**src/rtl/dsa_bilinear_seq_core_if.sv**
```systemverilog
// dsa_bilinear_seq_core_if: bridge/BRAM-side signal bundle for the bilinear scaler.
//   slave  modport : the scaler core
//   master modport : the environment (vJTAG bridge registers, input and output BRAMs)
interface dsa_bilinear_seq_core_if #(
    parameter int AW = 12
);
    logic          start_pulse;
    logic [15:0]   cfg_in_w;
    logic [15:0]   cfg_in_h;
    logic [15:0]   cfg_scale_q88;
    logic [AW-1:0] in_mem_raddr;
    logic [7:0]    in_mem_rdata;
    logic [AW-1:0] out_mem_waddr;
    logic [7:0]    out_mem_wdata;
    logic          out_mem_we;
    logic          status_done;
    logic          status_busy;
    logic [15:0]   out_w;
    logic [15:0]   out_h;

    modport slave (
        input  start_pulse,
        input  cfg_in_w,
        input  cfg_in_h,
        input  cfg_scale_q88,
        output in_mem_raddr,
        input  in_mem_rdata,
        output out_mem_waddr,
        output out_mem_wdata,
        output out_mem_we,
        output status_done,
        output status_busy,
        output out_w,
        output out_h
    );

    modport master (
        output start_pulse,
        output cfg_in_w,
        output cfg_in_h,
        output cfg_scale_q88,
        input  in_mem_raddr,
        output in_mem_rdata,
        input  out_mem_waddr,
        input  out_mem_wdata,
        input  out_mem_we,
        input  status_done,
        input  status_busy,
        input  out_w,
        input  out_h
    );
endinterface

```
**src/rtl/dsa_bilinear_seq_core.sv**
```systemverilog
// dsa_bilinear_seq_core: sequential bilinear scaler, 8-bit grayscale, BRAM in / BRAM out.
// One run: latch cfg on start edge, 16-cycle reciprocal divide, then 7 cycles per output
// pixel in raster order, then a one-cycle DONE that raises status_done.
// Build option: define DSA_BILINEAR_ROUND_EN to round pixels half-up; otherwise they truncate.
module dsa_bilinear_seq_core #(
    parameter int AW = 12
) (
    input  logic                   clk_sys,
    input  logic                   rst_sys_n,
    dsa_bilinear_seq_core_if.slave bus
);

    typedef enum logic [2:0] {
        ST_IDLE  = 3'd0,
        ST_DIV   = 3'd1,
        ST_SETUP = 3'd2,
        ST_PIX   = 3'd3,
        ST_DONE  = 3'd4
    } state_t;

    localparam logic [2:0] LP_PH_LAST = 3'd6;
    localparam logic [3:0] LP_DIV_LAST = 4'd15;

    // Saturate a shifted 32-bit dimension product to 16 bits.
    function automatic logic [15:0] sat16(input logic [31:0] v);
        logic [15:0] r;
        if (v > 32'h0000_FFFF) begin
            r = 16'hFFFF;
        end else begin
            r = v[15:0];
        end
        return r;
    endfunction

    // Integer part of a Q.8 source coordinate, clamped to the last valid index.
    function automatic logic [15:0] clamp_lo(input logic [23:0] ipart, input logic [15:0] lim);
        logic [15:0] r;
        if (ipart > {8'd0, lim}) begin
            r = lim;
        end else begin
            r = ipart[15:0];
        end
        return r;
    endfunction

    // Right-hand / lower neighbour index, clamped to the last valid index.
    function automatic logic [15:0] clamp_hi(input logic [15:0] c0, input logic [15:0] lim);
        logic [15:0] r;
        if (c0 < lim) begin
            r = c0 + 16'd1;
        end else begin
            r = lim;
        end
        return r;
    endfunction

    // Saturate the scaled accumulator to an 8-bit pixel.
    function automatic logic [7:0] sat8(input logic [9:0] v);
        logic [7:0] r;
        if (v > 10'd255) begin
            r = 8'd255;
        end else begin
            r = v[7:0];
        end
        return r;
    endfunction

    state_t        r_state;
    state_t        w_state_nxt;

    logic          r_start_d;
    logic [15:0]   r_in_w;
    logic [15:0]   r_in_h;
    logic [15:0]   r_scale;
    logic [15:0]   r_out_w;
    logic [15:0]   r_out_h;
    logic          r_done;
    logic          r_busy;
    logic [15:0]   r_div_rem;
    logic [15:0]   r_inv;
    logic [3:0]    r_div_cnt;
    logic [2:0]    r_phase;
    logic [15:0]   r_ox;
    logic [15:0]   r_oy;
    logic [31:0]   r_src_x;
    logic [31:0]   r_src_y;
    logic [7:0]    r_p00;
    logic [7:0]    r_p01;
    logic [7:0]    r_p10;
    logic [7:0]    r_p11;
    logic [AW:0]   r_wcnt;
    logic          r_we;
    logic [AW-1:0] r_waddr;
    logic [7:0]    r_wdata;

    logic          w_start;
    logic [31:0]   w_prod_w;
    logic [31:0]   w_prod_h;
    logic [15:0]   w_ow_calc;
    logic [15:0]   w_oh_calc;
    logic          w_degen;
    logic [16:0]   w_div_t;
    logic          w_div_ge;
    logic [15:0]   w_div_sub;
    logic [15:0]   w_in_w_m1;
    logic [15:0]   w_in_h_m1;
    logic [15:0]   w_x0;
    logic [15:0]   w_x1;
    logic [15:0]   w_y0;
    logic [15:0]   w_y1;
    logic [8:0]    w_fx;
    logic [8:0]    w_fx_n;
    logic [8:0]    w_fy;
    logic [8:0]    w_fy_n;
    logic [16:0]   w_h0;
    logic [16:0]   w_h1;
    logic [25:0]   w_acc;
    logic [25:0]   w_acc_adj;
    logic [9:0]    w_pix_wide;
    logic [7:0]    w_pix;
    logic [15:0]   w_rd_x;
    logic [15:0]   w_rd_y;
    logic [AW-1:0] w_raddr;
    logic          w_last_col;
    logic          w_last_row;

    // ---------------- combinational datapath ----------------
    assign w_start   = bus.start_pulse & ~r_start_d;

    // Output dimensions come straight from the live cfg so they can be latched on the start edge
    assign w_prod_w  = bus.cfg_in_w * bus.cfg_scale_q88;
    assign w_prod_h  = bus.cfg_in_h * bus.cfg_scale_q88;
    assign w_ow_calc = sat16(w_prod_w >> 8);
    assign w_oh_calc = sat16(w_prod_h >> 8);
    assign w_degen   = (bus.cfg_scale_q88 == 16'd0) || (bus.cfg_in_w == 16'd0) ||
                       (bus.cfg_in_h == 16'd0) || (w_ow_calc == 16'd0) || (w_oh_calc == 16'd0);

    // Restoring divide of 65536 by scale; the leading dividend bit is preloaded into the
    // remainder, so scale==1 naturally yields all-ones (the saturated 0xFFFF)
    assign w_div_t   = {r_div_rem, 1'b0};
    assign w_div_ge  = (w_div_t >= {1'b0, r_scale});
    assign w_div_sub = w_div_t[15:0] - r_scale;

    assign w_in_w_m1 = r_in_w - 16'd1;
    assign w_in_h_m1 = r_in_h - 16'd1;
    assign w_x0      = clamp_lo(r_src_x[31:8], w_in_w_m1);
    assign w_y0      = clamp_lo(r_src_y[31:8], w_in_h_m1);
    assign w_x1      = clamp_hi(w_x0, w_in_w_m1);
    assign w_y1      = clamp_hi(w_y0, w_in_h_m1);
    assign w_fx      = {1'b0, r_src_x[7:0]};
    assign w_fy      = {1'b0, r_src_y[7:0]};
    assign w_fx_n    = 9'd256 - w_fx;
    assign w_fy_n    = 9'd256 - w_fy;

    // Horizontal blends then vertical blend; all weights sum to 256 per axis
    assign w_h0      = 17'(r_p00) * 17'(w_fx_n) + 17'(r_p01) * 17'(w_fx);
    assign w_h1      = 17'(r_p10) * 17'(w_fx_n) + 17'(r_p11) * 17'(w_fx);
    assign w_acc     = 26'(w_h0) * 26'(w_fy_n) + 26'(w_h1) * 26'(w_fy);

`ifdef DSA_BILINEAR_ROUND_EN
    assign w_acc_adj = w_acc + 26'd32768;
`else
    assign w_acc_adj = w_acc;
`endif

    assign w_pix_wide = 10'(w_acc_adj >> 16);
    assign w_pix      = sat8(w_pix_wide);

    assign w_last_col = (r_ox == (r_out_w - 16'd1));
    assign w_last_row = (r_oy == (r_out_h - 16'd1));

    // Pick the neighbour whose read is issued in the current pixel phase
    always_comb begin
        w_rd_x = 16'd0;
        w_rd_y = 16'd0;
        if (r_state == ST_PIX) begin
            case (r_phase)
                3'd0: begin w_rd_x = w_x0; w_rd_y = w_y0; end
                3'd1: begin w_rd_x = w_x1; w_rd_y = w_y0; end
                3'd2: begin w_rd_x = w_x0; w_rd_y = w_y1; end
                3'd3: begin w_rd_x = w_x1; w_rd_y = w_y1; end
                default: begin w_rd_x = 16'd0; w_rd_y = 16'd0; end
            endcase
        end else begin
            w_rd_x = 16'd0;
            w_rd_y = 16'd0;
        end
    end

    // The BRAM samples the address at the end of the issuing phase, so it is driven directly
    assign w_raddr = AW'(w_rd_y * r_in_w + w_rd_x);

    // ---------------- FSM ----------------
    // State register
    always_ff @(posedge clk_sys or negedge rst_sys_n) begin
        if (!rst_sys_n) begin
            r_state <= ST_IDLE;
        end else begin
            r_state <= w_state_nxt;
        end
    end

    // Next-state decode
    always_comb begin
        w_state_nxt = r_state;
        case (r_state)
            ST_IDLE: begin
                if (w_start) begin
                    if (w_degen) begin
                        w_state_nxt = ST_DONE;
                    end else begin
                        w_state_nxt = ST_DIV;
                    end
                end else begin
                    w_state_nxt = ST_IDLE;
                end
            end
            ST_DIV: begin
                if (r_div_cnt == LP_DIV_LAST) begin
                    w_state_nxt = ST_SETUP;
                end else begin
                    w_state_nxt = ST_DIV;
                end
            end
            ST_SETUP: w_state_nxt = ST_PIX;
            ST_PIX: begin
                if ((r_phase == LP_PH_LAST) && w_last_col && w_last_row) begin
                    w_state_nxt = ST_DONE;
                end else begin
                    w_state_nxt = ST_PIX;
                end
            end
            ST_DONE: w_state_nxt = ST_IDLE;
            default: w_state_nxt = ST_IDLE;
        endcase
    end

    // Run datapath: cfg latch, divider, coordinate accumulators, pixel pipeline, status
    always_ff @(posedge clk_sys or negedge rst_sys_n) begin
        if (!rst_sys_n) begin
            r_start_d <= 1'b0;
            r_in_w    <= 16'd0;
            r_in_h    <= 16'd0;
            r_scale   <= 16'd0;
            r_out_w   <= 16'd0;
            r_out_h   <= 16'd0;
            r_done    <= 1'b0;
            r_busy    <= 1'b0;
            r_div_rem <= 16'd0;
            r_inv     <= 16'd0;
            r_div_cnt <= 4'd0;
            r_phase   <= 3'd0;
            r_ox      <= 16'd0;
            r_oy      <= 16'd0;
            r_src_x   <= 32'd0;
            r_src_y   <= 32'd0;
            r_p00     <= 8'd0;
            r_p01     <= 8'd0;
            r_p10     <= 8'd0;
            r_p11     <= 8'd0;
            r_wcnt    <= {(AW+1){1'b0}};
            r_we      <= 1'b0;
            r_waddr   <= {AW{1'b0}};
            r_wdata   <= 8'd0;
        end else begin
            r_start_d <= bus.start_pulse;
            r_we      <= 1'b0;
            case (r_state)
                ST_IDLE: begin
                    if (w_start) begin
                        r_in_w    <= bus.cfg_in_w;
                        r_in_h    <= bus.cfg_in_h;
                        r_scale   <= bus.cfg_scale_q88;
                        r_out_w   <= w_ow_calc;
                        r_out_h   <= w_oh_calc;
                        r_done    <= 1'b0;
                        r_busy    <= 1'b1;
                        r_div_rem <= 16'd1;
                        r_inv     <= 16'd0;
                        r_div_cnt <= 4'd0;
                    end
                end
                ST_DIV: begin
                    r_div_cnt <= r_div_cnt + 4'd1;
                    if (w_div_ge) begin
                        r_div_rem <= w_div_sub;
                    end else begin
                        r_div_rem <= w_div_t[15:0];
                    end
                    r_inv <= {r_inv[14:0], w_div_ge};
                end
                ST_SETUP: begin
                    r_ox    <= 16'd0;
                    r_oy    <= 16'd0;
                    r_src_x <= 32'd0;
                    r_src_y <= 32'd0;
                    r_wcnt  <= {(AW+1){1'b0}};
                    r_phase <= 3'd0;
                end
                ST_PIX: begin
                    if (r_phase == LP_PH_LAST) begin
                        r_phase <= 3'd0;
                    end else begin
                        r_phase <= r_phase + 3'd1;
                    end
                    case (r_phase)
                        3'd1: r_p00 <= bus.in_mem_rdata;
                        3'd2: r_p01 <= bus.in_mem_rdata;
                        3'd3: r_p10 <= bus.in_mem_rdata;
                        3'd4: r_p11 <= bus.in_mem_rdata;
                        3'd5: begin
                            // Stage the write so the strobe is a clean registered P6 pulse;
                            // pixels past the end of the output BRAM are dropped
                            r_we    <= ~r_wcnt[AW];
                            r_waddr <= r_wcnt[AW-1:0];
                            r_wdata <= w_pix;
                        end
                        3'd6: begin
                            if (!r_wcnt[AW]) begin
                                r_wcnt <= r_wcnt + {{AW{1'b0}}, 1'b1};
                            end
                            if (w_last_col) begin
                                r_ox    <= 16'd0;
                                r_src_x <= 32'd0;
                                r_oy    <= r_oy + 16'd1;
                                r_src_y <= r_src_y + {16'd0, r_inv};
                            end else begin
                                r_ox    <= r_ox + 16'd1;
                                r_src_x <= r_src_x + {16'd0, r_inv};
                            end
                        end
                        default: begin
                            r_p00 <= r_p00;
                        end
                    endcase
                end
                ST_DONE: begin
                    r_done <= 1'b1;
                    r_busy <= 1'b0;
                end
                default: begin
                    r_busy <= 1'b0;
                end
            endcase
        end
    end

    assign bus.in_mem_raddr  = w_raddr;
    assign bus.out_mem_waddr = r_waddr;
    assign bus.out_mem_wdata = r_wdata;
    assign bus.out_mem_we    = r_we;
    assign bus.status_done   = r_done;
    assign bus.status_busy   = r_busy;
    assign bus.out_w         = r_out_w;
    assign bus.out_h         = r_out_h;

endmodule

```
**src/flat_wrapper.sv**
```systemverilog
// flat-port wrapper written by rule: the top's interface ports become plain ports
module dsa_bilinear_seq_core_flat 
#(
    parameter int AW = 12
)
  (clk_sys, rst_sys_n, bus_start_pulse, bus_cfg_in_w, bus_cfg_in_h, bus_cfg_scale_q88, bus_in_mem_raddr, bus_in_mem_rdata, bus_out_mem_waddr, bus_out_mem_wdata, bus_out_mem_we, bus_status_done, bus_status_busy, bus_out_w, bus_out_h);
  dsa_bilinear_seq_core_if #(.AW(AW)) bus_i ();
  input  logic clk_sys;
  input  logic rst_sys_n;
  input wire logic [$bits(bus_i.start_pulse)-1:0] bus_start_pulse;
  input wire logic [$bits(bus_i.cfg_in_w)-1:0] bus_cfg_in_w;
  input wire logic [$bits(bus_i.cfg_in_h)-1:0] bus_cfg_in_h;
  input wire logic [$bits(bus_i.cfg_scale_q88)-1:0] bus_cfg_scale_q88;
  output wire logic [$bits(bus_i.in_mem_raddr)-1:0] bus_in_mem_raddr;
  input wire logic [$bits(bus_i.in_mem_rdata)-1:0] bus_in_mem_rdata;
  output wire logic [$bits(bus_i.out_mem_waddr)-1:0] bus_out_mem_waddr;
  output wire logic [$bits(bus_i.out_mem_wdata)-1:0] bus_out_mem_wdata;
  output wire logic [$bits(bus_i.out_mem_we)-1:0] bus_out_mem_we;
  output wire logic [$bits(bus_i.status_done)-1:0] bus_status_done;
  output wire logic [$bits(bus_i.status_busy)-1:0] bus_status_busy;
  output wire logic [$bits(bus_i.out_w)-1:0] bus_out_w;
  output wire logic [$bits(bus_i.out_h)-1:0] bus_out_h;
  assign bus_i.start_pulse = bus_start_pulse;
  assign bus_i.cfg_in_w = bus_cfg_in_w;
  assign bus_i.cfg_in_h = bus_cfg_in_h;
  assign bus_i.cfg_scale_q88 = bus_cfg_scale_q88;
  assign bus_in_mem_raddr = bus_i.in_mem_raddr;
  assign bus_i.in_mem_rdata = bus_in_mem_rdata;
  assign bus_out_mem_waddr = bus_i.out_mem_waddr;
  assign bus_out_mem_wdata = bus_i.out_mem_wdata;
  assign bus_out_mem_we = bus_i.out_mem_we;
  assign bus_status_done = bus_i.status_done;
  assign bus_status_busy = bus_i.status_busy;
  assign bus_out_w = bus_i.out_w;
  assign bus_out_h = bus_i.out_h;
  dsa_bilinear_seq_core #(.AW(AW)) u_core (.clk_sys(clk_sys), .rst_sys_n(rst_sys_n), .bus(bus_i));
endmodule
```
**config.mk**
```make
export PLATFORM = sky130hd
export DESIGN_NAME = dsa_bilinear_seq_core_flat
export DESIGN_NICKNAME = d
export VERILOG_FILES = /design/src/rtl/dsa_bilinear_seq_core_if.sv /design/src/rtl/dsa_bilinear_seq_core.sv /design/src/flat_wrapper.sv
export SDC_FILE = /design/constraint.sdc
export NUM_CORES = 2
export LEC_CHECK = 0
export ABC_AREA = 1
export BUFFER_PORTS_ARGS = -buffer_cell sky130_fd_sc_hd__buf_2
export CAP_MARGIN = 10
export CORE_MARGIN = 2
export CORE_UTILIZATION = 25
export DETAILED_ROUTE_END_ITERATION = 8
export GPL_TIMING_DRIVEN = 0
export HOLD_SLACK_MARGIN = 0.03
export PLACE_DENSITY_LB_ADDON = 0.1
export SYNTH_ARGS = -nofsm -noshare
export SYNTH_HDL_FRONTEND = slang
export SYNTH_SLANG_ARGS = --single-unit
```
**constraint.sdc**
```tcl
create_clock -name clk_sys -period 17.9 [get_ports clk_sys]
set_input_delay 3.58 -clock clk_sys [delete_from_list [all_inputs] [get_ports clk_sys]]
set_output_delay 3.58 -clock clk_sys [all_outputs]
set_load 0.01 [all_outputs]
```
---- After elaboration in Yosys (flattened, before gate mapping) ----
Cells that the tools add are included.
storage, ports and cells
  output and inout port bits .............. 67
  register bits ........................... 287
  bits of input ports ..................... 59
  word-level logic and storage cells ...... 163
operators by class
  $mul .................................... 9
  add/sub/neg operators ................... 20
  equal/unequal tests ..................... 17
  muxes and demuxes ....................... 46
  bitwise gates (word level) .............. 4
  reduce and logical (&&, ||, !) cells .... 33
  $lt $le $gt $ge ......................... 8
operators by type and width
  cell                                                             count
  2-to-1 mux 16 bit                                                13
  one-hot mux 16 bit (2 select lines)                              5
  2-to-1 mux 32 bit                                                4
  one-hot mux 32 bit (2 select lines)                              2
  logical NOT 16 bit                                               5
  adder 32 x 16 -> 32 bit                                          2
  multiplier 16 x 16 -> 32 bit                                     2
  subtractor 16 x 1 -> 16 bit, second input constant               4
  adder 16 x 1 -> 16 bit, second input constant                    3
  greater-than comparator 24 x 16 -> 1 bit                         2
  greater-than comparator 24 x 16 -> 1 bit, second input constant  2
  adder 17 bit                                                     2
  multiplier 8 x 9 -> 17 bit                                       2
  equality test 16 bit                                             2
  less-than comparator 16 bit                                      2
  multiplier 8 x 8 -> 16 bit                                       2
  adder 26 bit                                                     1
  multiplier 17 x 9 -> 26 bit                                      1
  2-to-1 mux 13 bit                                                2
  one-hot mux 13 bit (2 select lines)                              1
  multiplier 17 x 8 -> 25 bit                                      1
  2-to-1 mux 12 bit                                                2
  one-hot mux 12 bit (2 select lines)                              1
  AND reduction 2 bit                                              10
  other kinds (34)                                                 64

---- Logic depth before layout (Yosys ltp) ----
  depth in word-level cells ............... 9
  mapped depth ............................ 69
  depth with buffers taken out ............ 67

---- Least setup slack after synthesis ----
Ideal clock, no wire load.
  path kind ............................... flip-flop to flip-flop
  start ................................... register u_core.r_src_x[2]
  end ..................................... register u_core.r_wdata[0] (netlist: u_core.bus.out_mem_wdata[0])
  period minus slack after synthesis ...... 13.033 ns
  arrival time ............................ 12.913 ns
  stages on the path, launching flop included .. 61
  buffers on the path ..................... 2
  path slack .............................. 4.867 ns
  data required time ...................... 17.780 ns
  setup time .............................. 0.120 ns
  cells stage by stage .................... dfrtp_1 clkbuf_1 buf_1 nand2_1 fa_1 fa_1 inv_1 fa_1 inv_1 fa_1 inv_1 ha_1 inv_1 o21bai_1 xor2_1 fa_1 fa_1 fa_1 [... 25 more ...] a21oi_1 o21ai_0 nand3_1 nand2_1 a21oi_1 nor2_1 nor2_1 xor2_1 fa_1 inv_1 ha_1 nand2_1 or2_2 nand3b_1 xor2_1 o211ai_1 o22ai_1 inv_1
between the ends
  word-level cells in the longest chain between the ends .. 7
  elaborated cells between the ends (all ways) .. 12
  classes of those cells .................. 4 x add/sub; 6 x mul; 1 x order compare; 1 x mux
RTL lines
  element                                                                     line                                                        RTL
  from (decl)                                                                 dsa_bilinear_seq_core.sv:85                                 logic [31:0] r_src_x;
  from (signal assigned)                                                      dsa_bilinear_seq_core.sv:329                                r_src_x <= r_src_x + {16'd0, r_inv};
  subtractor 9 x 8 -> 9 bit                                                   dsa_bilinear_seq_core.sv:152                                assign w_fx_n = 9'd256 - w_fx;
  multiplier 8 x 9 -> 17 bit (on tied branches)                               dsa_bilinear_seq_core.sv:156, dsa_bilinear_seq_core.sv:157
  adder 17 bit (on tied branches)                                             dsa_bilinear_seq_core.sv:156, dsa_bilinear_seq_core.sv:157
  multiplier 17 x 9 -> 26 bit or multiplier 17 x 8 -> 25 bit (tied branches)  dsa_bilinear_seq_core.sv:158                                assign w_acc = 26'(w_h0) * 26'(w_fy_n) + 26'(w_h1) * 26'(w_fy);
  adder 26 bit *                                                              dsa_bilinear_seq_core.sv:158
  greater-than comparator 10 x 8 -> 1 bit                                     dsa_bilinear_seq_core.sv:60                                 if (v > 10'd255) begin
  2-to-1 mux 8 bit *                                                          dsa_bilinear_seq_core.sv:60
  to (signal assigned)                                                        dsa_bilinear_seq_core.sv:316                                r_wdata <= w_pix;
  to (decl)                                                                   dsa_bilinear_seq_core.sv:94                                 logic [7:0] r_wdata;
Every way passes the cells marked *; elsewhere a longest branch is shown, timed or not.
A chain may end at the register's enable or synchronous reset.

---- Worst setup path in the final report ----
  start ................................... register u_core.r_src_x[6]
  end ..................................... register u_core.r_wdata[0] (netlist: u_core.bus.out_mem_wdata[0])
The elaborated chain is that of the path after synthesis.

==> run summary <==
status = finished, final reports clean
CP Class = flop to flop
Die H = 478.7 um
layout cells sized above 1 = 3.342%
IO Port Bufs = 79
Synth Area in Simple Gates = 18.03%
total clock sinks = 287
clk buf depth = 3
Max Cap Violations = 0
top-level I/O count = 126
Final Wtd Congestion = 0.8265
WL per Instance = 18.30 um
largest family of logic cells by synthesized area = adder cells
Tcrit/Tclk final = 87.43%
Num CTS Buffers = 44
Post-CTS Resized = 0
Cells after Synth = 7,376
antenna violations before repair = 19
Syn-to-layout area delta = 10.42%
total gr overflow = 0
mapped cell area = 56,330 sq um
clock skew = 0.04635 ns
WP data required = 18.40 ns
slowest CP cell = xor2_1
count of cell types in the netlist = 66
DP Wirelength = 162,500 um
DRC viols = 0
Crit Path Max Fanout = 10
hold-fix buffer count after cts = 0
Max-Slew Margin vs Limit = 17.94%
yosys warns = 0
Area contributors post-synth = fa_1 (30%), ha_1 (13%), dfrtp_1 (13%)
Total GRT Usage = 17.12%
mux contribution to synthesized area = 0%
XOR/XNOR share of the synthesized area = 4.245%
final max-slew violation count = 0
Initial Util = 25.09%
First DRT Iteration DRCs = 2,264
Setup TNS Final = 0 ns
Worst-Skew Late Latency = 0.64 ns
die width = 478.7 um
post-synth top area cell = fa_1
Clock transition at path regs = 0.06 ns
area share of the largest cell type after synthesis = 29.82%
CTS tree = built
drt total wl = 193,000 um
routed via count = 46,190
Period minus WS final = 15.65 ns
worst slew pin tran = 1.227 ns
Synth async-reset ratio = 100.0%
Yosys reg bits = 287
Max H-tree Level = 2
Synth Area in Compound Gates = 7.737%
core area = 224,500 sq um
ys flop type = dfrtp_1
CP Launch Type = flop
Setup crit end kind = flop
CP max stage delay = 0.94 ns
post-synth net total = 8,873
CP arrival = 16.15 ns
first-pass GRT wire length = 300,400 um
row cnt = 174
Worst Hold Class = flop to flop
Final nets = 9,004
Post-synth EDFFs = 0
Hold Vio Cnt, Final = 0
total die area = 229,100 sq um
drt first pass iters = 6
largest net degree at the start of global routing = 100
vias in the first global route = 49,910
RSZ-0062 raised after global routing = false
Avg Cell Area, Syn = 7.636 sq um
Post-Synth Adder-Cell Area = 43.12%
Post-CTS Setup Bufs = 0
Max Clk Rate = 63.90 MHz
CP most frequent cell = fa_1
post-route ant nets = 0
sequential share of the synthesized area = 12.75%
Finish-stage setup viols = 0
DR vias/cell = 4.381
Filler cells = 24,860
root buffer cell = clkbuf_16
Yosys cell counts, types with 9 or more instances:
master / n
ha_1: 599
inv_1: 1812
nor3_2: 9
nand2_1: 1694
o22ai_1: 65
o21ai_1: 17
buf_1: 27
o31ai_1: 17
or2_2: 22
o21ai_0: 264
nor2_1: 416
dfrtp_1: 287
xor2_1: 181
o21bai_1: 22
buf_2: 18
nor4_1: 32
clkbuf_1: 233
nand4_1: 45
nand2_2: 9
a21oi_1: 293
fa_1: 839
a31oi_1: 26
a21o_1: 15
xnor2_1: 92
nand3_1: 151
nor3_1: 71
clkinv_1: 13
routing by layer:
metal	up-vias	global-route usage, %	share of wire, %	wire (um)
met1	22930	22.05	45	86620
met4	8	4.685	2.8	5323
met3	162	1.892	3.4	6615
li1	22430	-	-	-
met2	665	30.17	49	94370
met5	-	0	0.023	45
cells in the final DEF (no fill, tap or decap), types with 9 or more instances in the layout:
cell	count
nand3_1	151
a21o_1	15
o21ai_1	17
xor2_1	181
o21ai_0	264
buf_1	27
nor3_2	9
clkbuf_1	237
nor4_1	32
nor2_1	415
o21bai_1	22
ha_1	599
dfrtp_1	287
nor3_1	71
or2_2	22
o22ai_1	65
diode_2	12
xnor2_1	92
fa_1	839
a21oi_1	293
clkbuf_16	46
clkbuf_8	9
a31oi_1	26
o31ai_1	17
inv_1	1812
nand2_1	1694
nand4_1	45
buf_2	96
clkinv_1	13
nand2_2	9
final timing paths:
kind	from	endpoint	slack, ns	cells after the start
worst max-delay path	u_core.r_src_x[6]	u_core.bus.out_mem_wdata[0]	2.25	60
worst min-delay path	u_core.bus.out_mem_waddr[8]	u_core.bus.out_mem_waddr[8]	0.47	2
worst max register to register	u_core.r_src_x[6]	u_core.bus.out_mem_wdata[0]	2.25	60
worst min register to register	u_core.bus.out_mem_waddr[8]	u_core.bus.out_mem_waddr[8]	0.47	2
max in group asynchronous	rst_sys_n	u_core.r_p01[4]	13.70	3
min in group asynchronous	rst_sys_n	u_core.r_wcnt[1]	2.84	1
worst max-delay path, delay by kind of cell, from the launching register on:
kind / cells / cell delay (ns)
flip-flops: 1 / 0.44
XOR/XNOR: 4 / 1.43
adder cells (fa/ha/maj): 17 / 7.62
AND/OR/NAND/NOR: 11 / 1.42
buffers and inverters: 14 / 2.03
AO/OA/AOI/OAI: 14 / 2.54
flip-flops by register name, indices dropped and copies added (netlist names), 13 cells and up:
name and count:
u_core.r_src_y 32, u_core.r_inv 16, u_core.r_oy 16, u_core.r_scale 16, u_core.r_src_x 32, u_core.bus.out_w 16, u_core.r_ox 16, u_core.bus.out_h 16
u_core.r_in_h 16, u_core.r_wcnt 13, u_core.r_div_rem 16, u_core.r_in_w 16
area by class of cell:
class / instances / area [sq um] / share of cell area, %
buffer: 279 / 1086 / 1.746
inverter: 1829 / 6865 / 11.04
sequential: 287 / 7182 / 11.55
antenna: 12 / 30.03 / 0.04828
clock buffer: 59 / 1290 / 2.074
timing repair buffer: 85 / 521.8 / 0.8389
clock inverter: 21 / 272.8 / 0.4386
tap: 2992 / 3744 / 6.019
multi-input combinational: 4981 / 41200 / 66.25
stage by stage:
step	cell area, sq um	std cells	hold slack, ns	setup slack (ns)	utilization [%]
6_report	62190	10550	0.4715	2.250	27.71
5_1_grt	62190	10540	0.5035	1.070	27.71
4_1_cts	62160	10530	0.4786	1.961	27.69
3_5_place_dp	60600	10450	0.4635	2.003	27.00
3_3_place_gp	60470	10450	0.4581	1.946	26.94
2_1_floorplan	56330	7376	0.4498	4.867	-
cells by family (layout without fill, tap and decap cells):
family / Yosys count / count (layout)
other: 0 / 12
XOR/XNOR: 273 / 273
AND/OR/NAND/NOR: 2491 / 2491
flip-flops: 287 / 287
AO/OA/AOI/OAI: 779 / 779
buffers and inverters: 2108 / 2273
adder cells (fa/ha/maj): 1438 / 1438
Power is not shown: default switching activity piles up to over one toggle a cycle in this logic, so the estimate is an artifact.
